File: config.mk
export PLATFORM = sky130hd
export DESIGN_NAME = video_timing_gen_flat
export DESIGN_NICKNAME = d
export VERILOG_FILES = /design/src/rtl/video_timing_gen_if.sv /design/src/rtl/video_timing_gen.sv /design/src/flat_wrapper.sv
export SDC_FILE = /design/constraint.sdc
export NUM_CORES = 1
export LEC_CHECK = 0
export CORE_MARGIN = 1
export CORE_UTILIZATION = 35
export CTS_BUF_LIST = sky130_fd_sc_hd__clkbuf_4 sky130_fd_sc_hd__clkbuf_8 sky130_fd_sc_hd__clkbuf_16
export DETAILED_ROUTE_END_ITERATION = 7
export GPL_ROUTABILITY_DRIVEN = 0
export MAX_ROUTING_LAYER = met4
export SETUP_SLACK_MARGIN = 0.2
export SLEW_MARGIN = 0
export SYNTH_ARGS = -nofsm -noshare
export SYNTH_HDL_FRONTEND = slang
export SYNTH_SLANG_ARGS = --single-unit
File: constraint.sdc
create_clock -name CLK_PX -period 4.6 [get_ports CLK_PX]
set_input_delay 0.92 -clock CLK_PX [delete_from_list [all_inputs] [get_ports CLK_PX]]
set_output_delay 0.92 -clock CLK_PX [all_outputs]
set_load 0.05 [all_outputs]
File: src/rtl/video_timing_gen_if.sv
// Signal bundle between the video timing generator, its frame-buffer RAM and the HDMI transmitter.
// master = the timing generator, slave = the surrounding system.
interface video_timing_gen_if #(
  parameter int ADDR_W = 19
);
  logic              EN;
  logic [23:0]       PX;
  logic [1:0]        MODE;
  logic              INV;
  logic [23:0]       BORDER;
  logic [ADDR_W-1:0] PX_ADDR;
  logic              HDMI_CLK;
  logic              DE;
  logic              HSYNC;
  logic              VSYNC;
  logic [7:0]        RED;
  logic [7:0]        GREEN;
  logic [7:0]        BLUE;
  logic              FRAME_START;

  modport master (
    input  EN, PX, MODE, INV, BORDER,
    output PX_ADDR, HDMI_CLK, DE, HSYNC, VSYNC, RED, GREEN, BLUE, FRAME_START
  );

  modport slave (
    output EN, PX, MODE, INV, BORDER,
    input  PX_ADDR, HDMI_CLK, DE, HSYNC, VSYNC, RED, GREEN, BLUE, FRAME_START
  );
endinterface

File: src/rtl/video_timing_gen.sv
// Programmable video timing generator: fetches pixels from a frame buffer and aligns
// DE/syncs/colour to the RAM read latency, with border, grey, colour-bar and invert modes.
module video_timing_gen #(
  parameter int H_ACTIVE = 640,
  parameter int H_FP     = 16,
  parameter int H_SYNC   = 96,
  parameter int H_BP     = 48,
  parameter int V_ACTIVE = 480,
  parameter int V_FP     = 10,
  parameter int V_SYNC   = 2,
  parameter int V_BP     = 33,
  parameter bit HS_POL   = 1'b0,
  parameter bit VS_POL   = 1'b0,
  parameter int IMG_W    = 640,
  parameter int IMG_H    = 480,
  parameter int ADDR_W   = 19,
  parameter int MEM_LAT  = 1
) (
  input  logic               CLK_PX,
  input  logic               RST_n,
  video_timing_gen_if.master vif
);

  localparam int H_TOTAL = H_ACTIVE + H_FP + H_SYNC + H_BP;
  localparam int V_TOTAL = V_ACTIVE + V_FP + V_SYNC + V_BP;
  localparam int HW      = $clog2(H_TOTAL + 1);
  localparam int VW      = $clog2(V_TOTAL + 1);
  localparam int BAR_W   = (H_ACTIVE >= 8) ? H_ACTIVE / 8 : 1;
  localparam int BW      = $clog2(BAR_W + 1);

  localparam logic [HW-1:0] H_LAST   = HW'(H_TOTAL - 1);
  localparam logic [HW-1:0] H_ACT    = HW'(H_ACTIVE);
  localparam logic [HW-1:0] H_IMG    = HW'(IMG_W);
  localparam logic [HW-1:0] HS_START = HW'(H_ACTIVE + H_FP);
  localparam logic [HW-1:0] HS_END   = HW'(H_ACTIVE + H_FP + H_SYNC);
  localparam logic [VW-1:0] V_LAST   = VW'(V_TOTAL - 1);
  localparam logic [VW-1:0] V_ACT    = VW'(V_ACTIVE);
  localparam logic [VW-1:0] V_IMG    = VW'(IMG_H);
  localparam logic [VW-1:0] VS_START = VW'(V_ACTIVE + V_FP);
  localparam logic [VW-1:0] VS_END   = VW'(V_ACTIVE + V_FP + V_SYNC);
  localparam logic [BW-1:0] BAR_LAST = BW'(BAR_W - 1);

  // Per-pixel tag carried alongside the RAM read so everything leaves on the same cycle.
  typedef struct packed {
    logic       act;
    logic       img;
    logic       hs;
    logic       vs;
    logic       fs;
    logic [2:0] bar;
  } tag_t;

  logic [HW-1:0]     h_q, h_d;
  logic [VW-1:0]     v_q, v_d;
  logic [ADDR_W-1:0] addr_q, addr_d;
  logic [BW-1:0]     bar_cnt_q, bar_cnt_d;
  logic [2:0]        bar_idx_q, bar_idx_d;
  logic [1:0]        mode_q;
  logic              inv_q;
  tag_t              pipe_q [MEM_LAT];
  tag_t              tag_s, tail;
  logic              de_q, hs_q, vs_q, fs_q;
  logic [23:0]       rgb_q, colour_d, bar_rgb, inv_mask;
  logic              line_end, frame_end;

  assign line_end  = (h_q == H_LAST);
  assign frame_end = line_end && (v_q == V_LAST);

  assign tag_s.act = (h_q < H_ACT) && (v_q < V_ACT);
  assign tag_s.img = (h_q < H_IMG) && (v_q < V_IMG);
  assign tag_s.hs  = (h_q >= HS_START) && (h_q < HS_END);
  assign tag_s.vs  = (v_q >= VS_START) && (v_q < VS_END);
  assign tag_s.fs  = (h_q == '0) && (v_q == '0);
  assign tag_s.bar = bar_idx_q;

  always_comb begin
    h_d       = h_q;
    v_d       = v_q;
    addr_d    = addr_q;
    bar_cnt_d = bar_cnt_q;
    bar_idx_d = bar_idx_q;
    if (!vif.EN) begin
      h_d       = '0;
      v_d       = '0;
      addr_d    = '0;
      bar_cnt_d = BAR_LAST;
      bar_idx_d = '0;
    end else begin
      if (line_end) begin
        h_d = '0;
        v_d = (v_q == V_LAST) ? '0 : v_q + VW'(1);
      end else begin
        h_d = h_q + HW'(1);
      end

      // Running address replaces y*IMG_W+x: it only advances on image pixels.
      if (frame_end)
        addr_d = '0;
      else if (tag_s.img)
        addr_d = addr_q + ADDR_W'(1);

      // Bar width down-counter; the index saturates so a ragged last bar stays black.
      if (line_end) begin
        bar_cnt_d = BAR_LAST;
        bar_idx_d = '0;
      end else if (h_q < H_ACT) begin
        if (bar_cnt_q == '0) begin
          bar_cnt_d = BAR_LAST;
          if (bar_idx_q != 3'd7)
            bar_idx_d = bar_idx_q + 3'd1;
        end else begin
          bar_cnt_d = bar_cnt_q - BW'(1);
        end
      end
    end
  end

  assign tail     = pipe_q[MEM_LAT-1];
  assign inv_mask = {24{inv_q}};

  always_comb begin
    case (tail.bar)
      3'd0:    bar_rgb = 24'hFFFFFF;
      3'd1:    bar_rgb = 24'hFFFF00;
      3'd2:    bar_rgb = 24'h00FFFF;
      3'd3:    bar_rgb = 24'h00FF00;
      3'd4:    bar_rgb = 24'hFF00FF;
      3'd5:    bar_rgb = 24'hFF0000;
      3'd6:    bar_rgb = 24'h0000FF;
      default: bar_rgb = 24'h000000;
    endcase
  end

  always_comb begin
    colour_d = '0;
    if (tail.act) begin
      if (mode_q == 2'b10)
        colour_d = bar_rgb ^ inv_mask;
      else if (!tail.img)
        colour_d = vif.BORDER;
      else if (mode_q == 2'b01)
        colour_d = {3{vif.PX[7:0]}} ^ inv_mask;
      else
        colour_d = vif.PX ^ inv_mask;
    end
  end

  always_ff @(posedge CLK_PX or negedge RST_n) begin
    if (!RST_n) begin
      h_q       <= '0;
      v_q       <= '0;
      addr_q    <= '0;
      bar_cnt_q <= BAR_LAST;
      bar_idx_q <= '0;
      mode_q    <= '0;
      inv_q     <= 1'b0;
      for (int i = 0; i < MEM_LAT; i++)
        pipe_q[i] <= '0;
      de_q      <= 1'b0;
      hs_q      <= ~HS_POL;
      vs_q      <= ~VS_POL;
      fs_q      <= 1'b0;
      rgb_q     <= '0;
    end else begin
      h_q       <= h_d;
      v_q       <= v_d;
      addr_q    <= addr_d;
      bar_cnt_q <= bar_cnt_d;
      bar_idx_q <= bar_idx_d;
      // Latched here, well ahead of pixel (0,0) reaching the colour stage.
      if (vif.EN && tag_s.fs) begin
        mode_q <= vif.MODE;
        inv_q  <= vif.INV;
      end
      if (!vif.EN) begin
        for (int i = 0; i < MEM_LAT; i++)
          pipe_q[i] <= '0;
        de_q  <= 1'b0;
        hs_q  <= ~HS_POL;
        vs_q  <= ~VS_POL;
        fs_q  <= 1'b0;
        rgb_q <= '0;
      end else begin
        pipe_q[0] <= tag_s;
        for (int i = 1; i < MEM_LAT; i++)
          pipe_q[i] <= pipe_q[i-1];
        de_q  <= tail.act;
        hs_q  <= tail.hs ? HS_POL : ~HS_POL;
        vs_q  <= tail.vs ? VS_POL : ~VS_POL;
        fs_q  <= tail.fs;
        rgb_q <= colour_d;
      end
    end
  end

  assign vif.PX_ADDR     = addr_q;
  assign vif.HDMI_CLK    = CLK_PX;
  assign vif.DE          = de_q;
  assign vif.HSYNC       = hs_q;
  assign vif.VSYNC       = vs_q;
  assign vif.FRAME_START = fs_q;
  assign {vif.RED, vif.GREEN, vif.BLUE} = rgb_q;

endmodule
File: src/flat_wrapper.sv
// flat-port wrapper written by rule: the top's interface ports become plain ports
module video_timing_gen_flat 
#(
  parameter int H_ACTIVE = 640,
  parameter int H_FP     = 16,
  parameter int H_SYNC   = 96,
  parameter int H_BP     = 48,
  parameter int V_ACTIVE = 480,
  parameter int V_FP     = 10,
  parameter int V_SYNC   = 2,
  parameter int V_BP     = 33,
  parameter bit HS_POL   = 1'b0,
  parameter bit VS_POL   = 1'b0,
  parameter int IMG_W    = 640,
  parameter int IMG_H    = 480,
  parameter int ADDR_W   = 19,
  parameter int MEM_LAT  = 1
)
  (CLK_PX, RST_n, vif_EN, vif_PX, vif_MODE, vif_INV, vif_BORDER, vif_PX_ADDR, vif_HDMI_CLK, vif_DE, vif_HSYNC, vif_VSYNC, vif_RED, vif_GREEN, vif_BLUE, vif_FRAME_START);
  video_timing_gen_if #(.ADDR_W(ADDR_W)) vif_i ();
  input  logic CLK_PX;
  input  logic RST_n;
  input wire logic [$bits(vif_i.EN)-1:0] vif_EN;
  input wire logic [$bits(vif_i.PX)-1:0] vif_PX;
  input wire logic [$bits(vif_i.MODE)-1:0] vif_MODE;
  input wire logic [$bits(vif_i.INV)-1:0] vif_INV;
  input wire logic [$bits(vif_i.BORDER)-1:0] vif_BORDER;
  output wire logic [$bits(vif_i.PX_ADDR)-1:0] vif_PX_ADDR;
  output wire logic [$bits(vif_i.HDMI_CLK)-1:0] vif_HDMI_CLK;
  output wire logic [$bits(vif_i.DE)-1:0] vif_DE;
  output wire logic [$bits(vif_i.HSYNC)-1:0] vif_HSYNC;
  output wire logic [$bits(vif_i.VSYNC)-1:0] vif_VSYNC;
  output wire logic [$bits(vif_i.RED)-1:0] vif_RED;
  output wire logic [$bits(vif_i.GREEN)-1:0] vif_GREEN;
  output wire logic [$bits(vif_i.BLUE)-1:0] vif_BLUE;
  output wire logic [$bits(vif_i.FRAME_START)-1:0] vif_FRAME_START;
  assign vif_i.EN = vif_EN;
  assign vif_i.PX = vif_PX;
  assign vif_i.MODE = vif_MODE;
  assign vif_i.INV = vif_INV;
  assign vif_i.BORDER = vif_BORDER;
  assign vif_PX_ADDR = vif_i.PX_ADDR;
  assign vif_HDMI_CLK = vif_i.HDMI_CLK;
  assign vif_DE = vif_i.DE;
  assign vif_HSYNC = vif_i.HSYNC;
  assign vif_VSYNC = vif_i.VSYNC;
  assign vif_RED = vif_i.RED;
  assign vif_GREEN = vif_i.GREEN;
  assign vif_BLUE = vif_i.BLUE;
  assign vif_FRAME_START = vif_i.FRAME_START;
  video_timing_gen #(.H_ACTIVE(H_ACTIVE), .H_FP(H_FP), .H_SYNC(H_SYNC), .H_BP(H_BP), .V_ACTIVE(V_ACTIVE), .V_FP(V_FP), .V_SYNC(V_SYNC), .V_BP(V_BP), .HS_POL(HS_POL), .VS_POL(VS_POL), .IMG_W(IMG_W), .IMG_H(IMG_H), .ADDR_W(ADDR_W), .MEM_LAT(MEM_LAT)) u_core (.CLK_PX(CLK_PX), .RST_n(RST_n), .vif(vif_i));
endmodule
==> impl_metrics.py, run 1 <==
metrics = {
    "outcome": {
        "run_status": "finished, violations left",
        "violations": "design-rule violations",
    },
    "synth": {
        "synth_cell_type_count": 49,
        "syn_area_per_cell_um2": 10.3,
        "synth_top_area_frac": 0.465,
        "ys_top_cells_by_area": "dfrtp_1 47%, xnor2_1 6.5%, dfstp_2 4.3%, a21oi_1 3.6%, a211oi_1 2.8%",
        "yosysMostFrequentCell": "dfrtp_1",
        "synth_edf_count": 0,
        "synth_flop_cell": "dfrtp_1",
        "yosys_warnings": 0,
        "synth_area_um2": 4300,
        "ys_ff_latch": 87,
        "synth_area_leader_cell": "dfrtp_1",
        "synthTopCellsByCount": "80 x dfrtp_1, 32 x xnor2_1, 31 x a21oi_1",
        "ys_async_sr_fraction": 1.00,
        "seq_area_frac_synth": 0.508,
        "syn_inst": 419,
        "syn-num-nets": 482,
    },
    "drt": {
        "drt_pass1_iterations": 6,
        "wl_per_cell_um": 14.9,
        "ant_nets": 0,
        "vias": 3377,
        "drt_iter0_drc": 192,
        "via_per_inst": 5.21,
        "drc": 1,
        "wl_mm": 9.68,
    },
    "worst_setup_path": {
        "rr_endpoint": "u_core.vif.PX_ADDR[14]",
        "ff2ff_path_depth": 4,
        "r2r-start": "u_core.h_q[7]",
        "cp-start-kind": "clock port",
        "crit_top_cell": "clkbuf_16",
        "cpPeakStageDelay_ps": 690,
        "crit_start": "CLK_PX",
        "rrSetupSlack_ps": 2090,
        "required_ps": 3680,
        "arrival_ps": 3240,
        "endpoint_kind": "output port",
        "cp_cell_sequence": "clkbuf_16 -> clkbuf_16 -> clkdlybuf4s50_1",
        "worst_path_max_delay_cell": "clkdlybuf4s50_1",
        "critPathKind": "clock port to output port",
        "cp_max_fo": 2,
    },
    "cells_and_area": {
        "fill_cells": 1129,
        "area_growth_pct": 30.8,
        "diodes": 0,
        "final_layout_size_suffix_gt1_frac": 0.0858,
        "fin_nets": 559,
    },
    "grt": {
        "grt_max_degree": 55,
        "grt_util_all_layers": 0.167,
        "grt_pass1_vias": 3320,
        "antenna_found_initial": 0,
        "grt_overflow": 0,
        "grt_pass1_wl_mm": 16.3,
    },
    "power": {
        "ir_drop_mv": 0.152,
        "finalPower_w": 0.00230,
        "p_leak_nw": 2.26,
        "power_density_nw_per_um2": 408,
    },
    "floorplan": {
        "row_count": 40,
        "die_x_um": 113,
        "boundaryPins": 102,
        "start_util": 0.358,
        "die_y_um": 113,
        "core_region_area_um2": 12000,
        "die_area_um2": 12700,
    },
    "timing": {
        "rsz0062_at_grt": "false",
        "setup_viol": 0,
        "final.setup_skew_ps": 4.42,
        "hold_viol_final": 0,
        "tightest_slew_ps": 822,
        "finalMaxSlewViolations": 0,
        "relSlewSlack": 0.448,
        "setup-tns-final_ps": 0,
    },
    "clock_tree": {
        "ctsHoldBuffers": 0,
        "clkTransAtPathRegs_ps": 60,
        "ctsResizeCount": 0,
        "cts_tree": "built",
        "cts_setup_buffers": 0,
        "clock_latency_ps": 440,
    },
    "hold_path": {
        "hold_path_class": "flip-flop to flip-flop",
        "whs_endpoint": "u_core.vif.HSYNC",
        "hp-start": "u_core.pipe_q[5]",
        "hold_depth": 1,
    },
    "placed_design": {
        "hpwl_mm": 6.77,
        "portBuffers": 77,
    },
    "flow_run": {
        "cap_violations": 0,
    },
}
how the worst max path moves through the flow:
stage	to	slack [ps]	cells past startpoint
5_1_grt	vif_HDMI_CLK	430	3
3_3_place_gp	vif_HDMI_CLK	710	1
3_5_place_dp	vif_HDMI_CLK	710	1
4_1_cts	vif_HDMI_CLK	440	3
2_1_floorplan	vif_HDMI_CLK	1210	1
6_report	vif_HDMI_CLK	440	3
routing by layer:
| layer | part of all wire | track usage |
|---|---|---|
| met1 | 0.46 | 0.215 |
| met2 | 0.48 | 0.262 |
| met3 | 0.042 | 0.0279 |
| met4 | 0.013 | 0.0754 |
| met5 | 0 | - |
area by class of cell:
cell class | instances | area [um2] | share of cell area
clock buffers | 13 | 310 | 0.0551
clock inverters | 7 | 120 | 0.0213
inverters | 12 | 45.0 | 0.00800
multi-input cells | 299 | 1980 | 0.351
flip-flops and latches | 87 | 2190 | 0.388
well taps | 147 | 184 | 0.0327
repair buffers | 83 | 811 | 0.144
cell families after synthesis:
kind of cell | Yosys count | share of synthesized area
and+or+nand+nor | 152 | 0.203
buffers and inverters | 33 | 0.0331
AOI/OAI and AO/OA | 89 | 0.128
DFF | 87 | 0.508
muxes | 5 | 0.0125
xor gates and xnor gates | 44 | 0.0895
adders and majority gates | 9 | 0.0262
layout by cell type (no fill, tap or decap), types with 3 or more instances in the layout:
master / instances
nor2_1: 26
nand2b_1: 3
and3_1: 7
and2_1: 9
inv_1: 12
xor2_1: 12
o21ai_1: 4
or3_1: 12
buf_4: 8
nand4b_1: 5
nor2b_1: 8
mux2_2: 3
clkdlybuf4s50_1: 76
nand4_1: 7
xnor2_1: 32
o31ai_1: 7
o21ai_0: 19
dfrtp_1: 80
a21oi_1: 31
a211oi_1: 16
nand2_1: 21
nand3_1: 20
ha_1: 9
or4_1: 9
nor4_1: 3
and4_1: 4
bufinv_16: 3
clkbuf_16: 12
dfstp_2: 7
nor3_1: 9
power by group:
group	total, W	switching [W]	leakage, nW	internal [W]
clock network	0.00101	0.000356	0.207	0.000658
registers	0.000846	0.0000334	1.16	0.000812
logic	0.000441	0.000273	0.891	0.000168
worst max-delay path, delay by kind of cell:
family | cells | cell delay, ps
buffers and inverters | 3 | 940
metrics by stage:
stage / setup slack [ps] / hold slack [ps] / cell area (um2) / util / instances
global route: 434 / 368 / 5630 / 0.469 / 648
global placement: 708 / 358 / 5210 / 0.434 / 629
detailed placement: 708 / 357 / 5210 / 0.434 / 629
floorplan: 1210 / 352 / 4300 / - / 419
CTS: 439 / 366 / 5630 / 0.469 / 648
finish: 444 / 364 / 5630 / 0.469 / 648
flip-flops by register name, indices dropped and copies added, names as in the netlist:
register	cells
u_core.vif.HSYNC	1
u_core.bar_idx_q	3
u_core.mode_q	2
u_core.h_q	10
u_core.vif.PX_ADDR	19
u_core.vif.FRAME_START	1
u_core.rgb_q	24
u_core.inv_q	1
u_core.v_q	10
u_core.vif.VSYNC	1
u_core.vif.DE	1
u_core.pipe_q	7
u_core.bar_cnt_q	7
Note: power is estimated with default switching activity, not from simulation.
==> inputs of run 2 (changes only) <==
--- a/config.mk
+++ b/config.mk
@@ -5,7 +5,7 @@
 export SDC_FILE = /design/constraint.sdc
 export NUM_CORES = 1
 export LEC_CHECK = 0
-export CORE_MARGIN = 1
+export ABC_CLOCK_PERIOD_IN_PS = 4600
 export CORE_UTILIZATION = 35
 export CTS_BUF_LIST = sky130_fd_sc_hd__clkbuf_4 sky130_fd_sc_hd__clkbuf_8 sky130_fd_sc_hd__clkbuf_16
 export DETAILED_ROUTE_END_ITERATION = 7
==> results of run 2 <==
Final layout, timing and power as in run 1 (identical DEF).
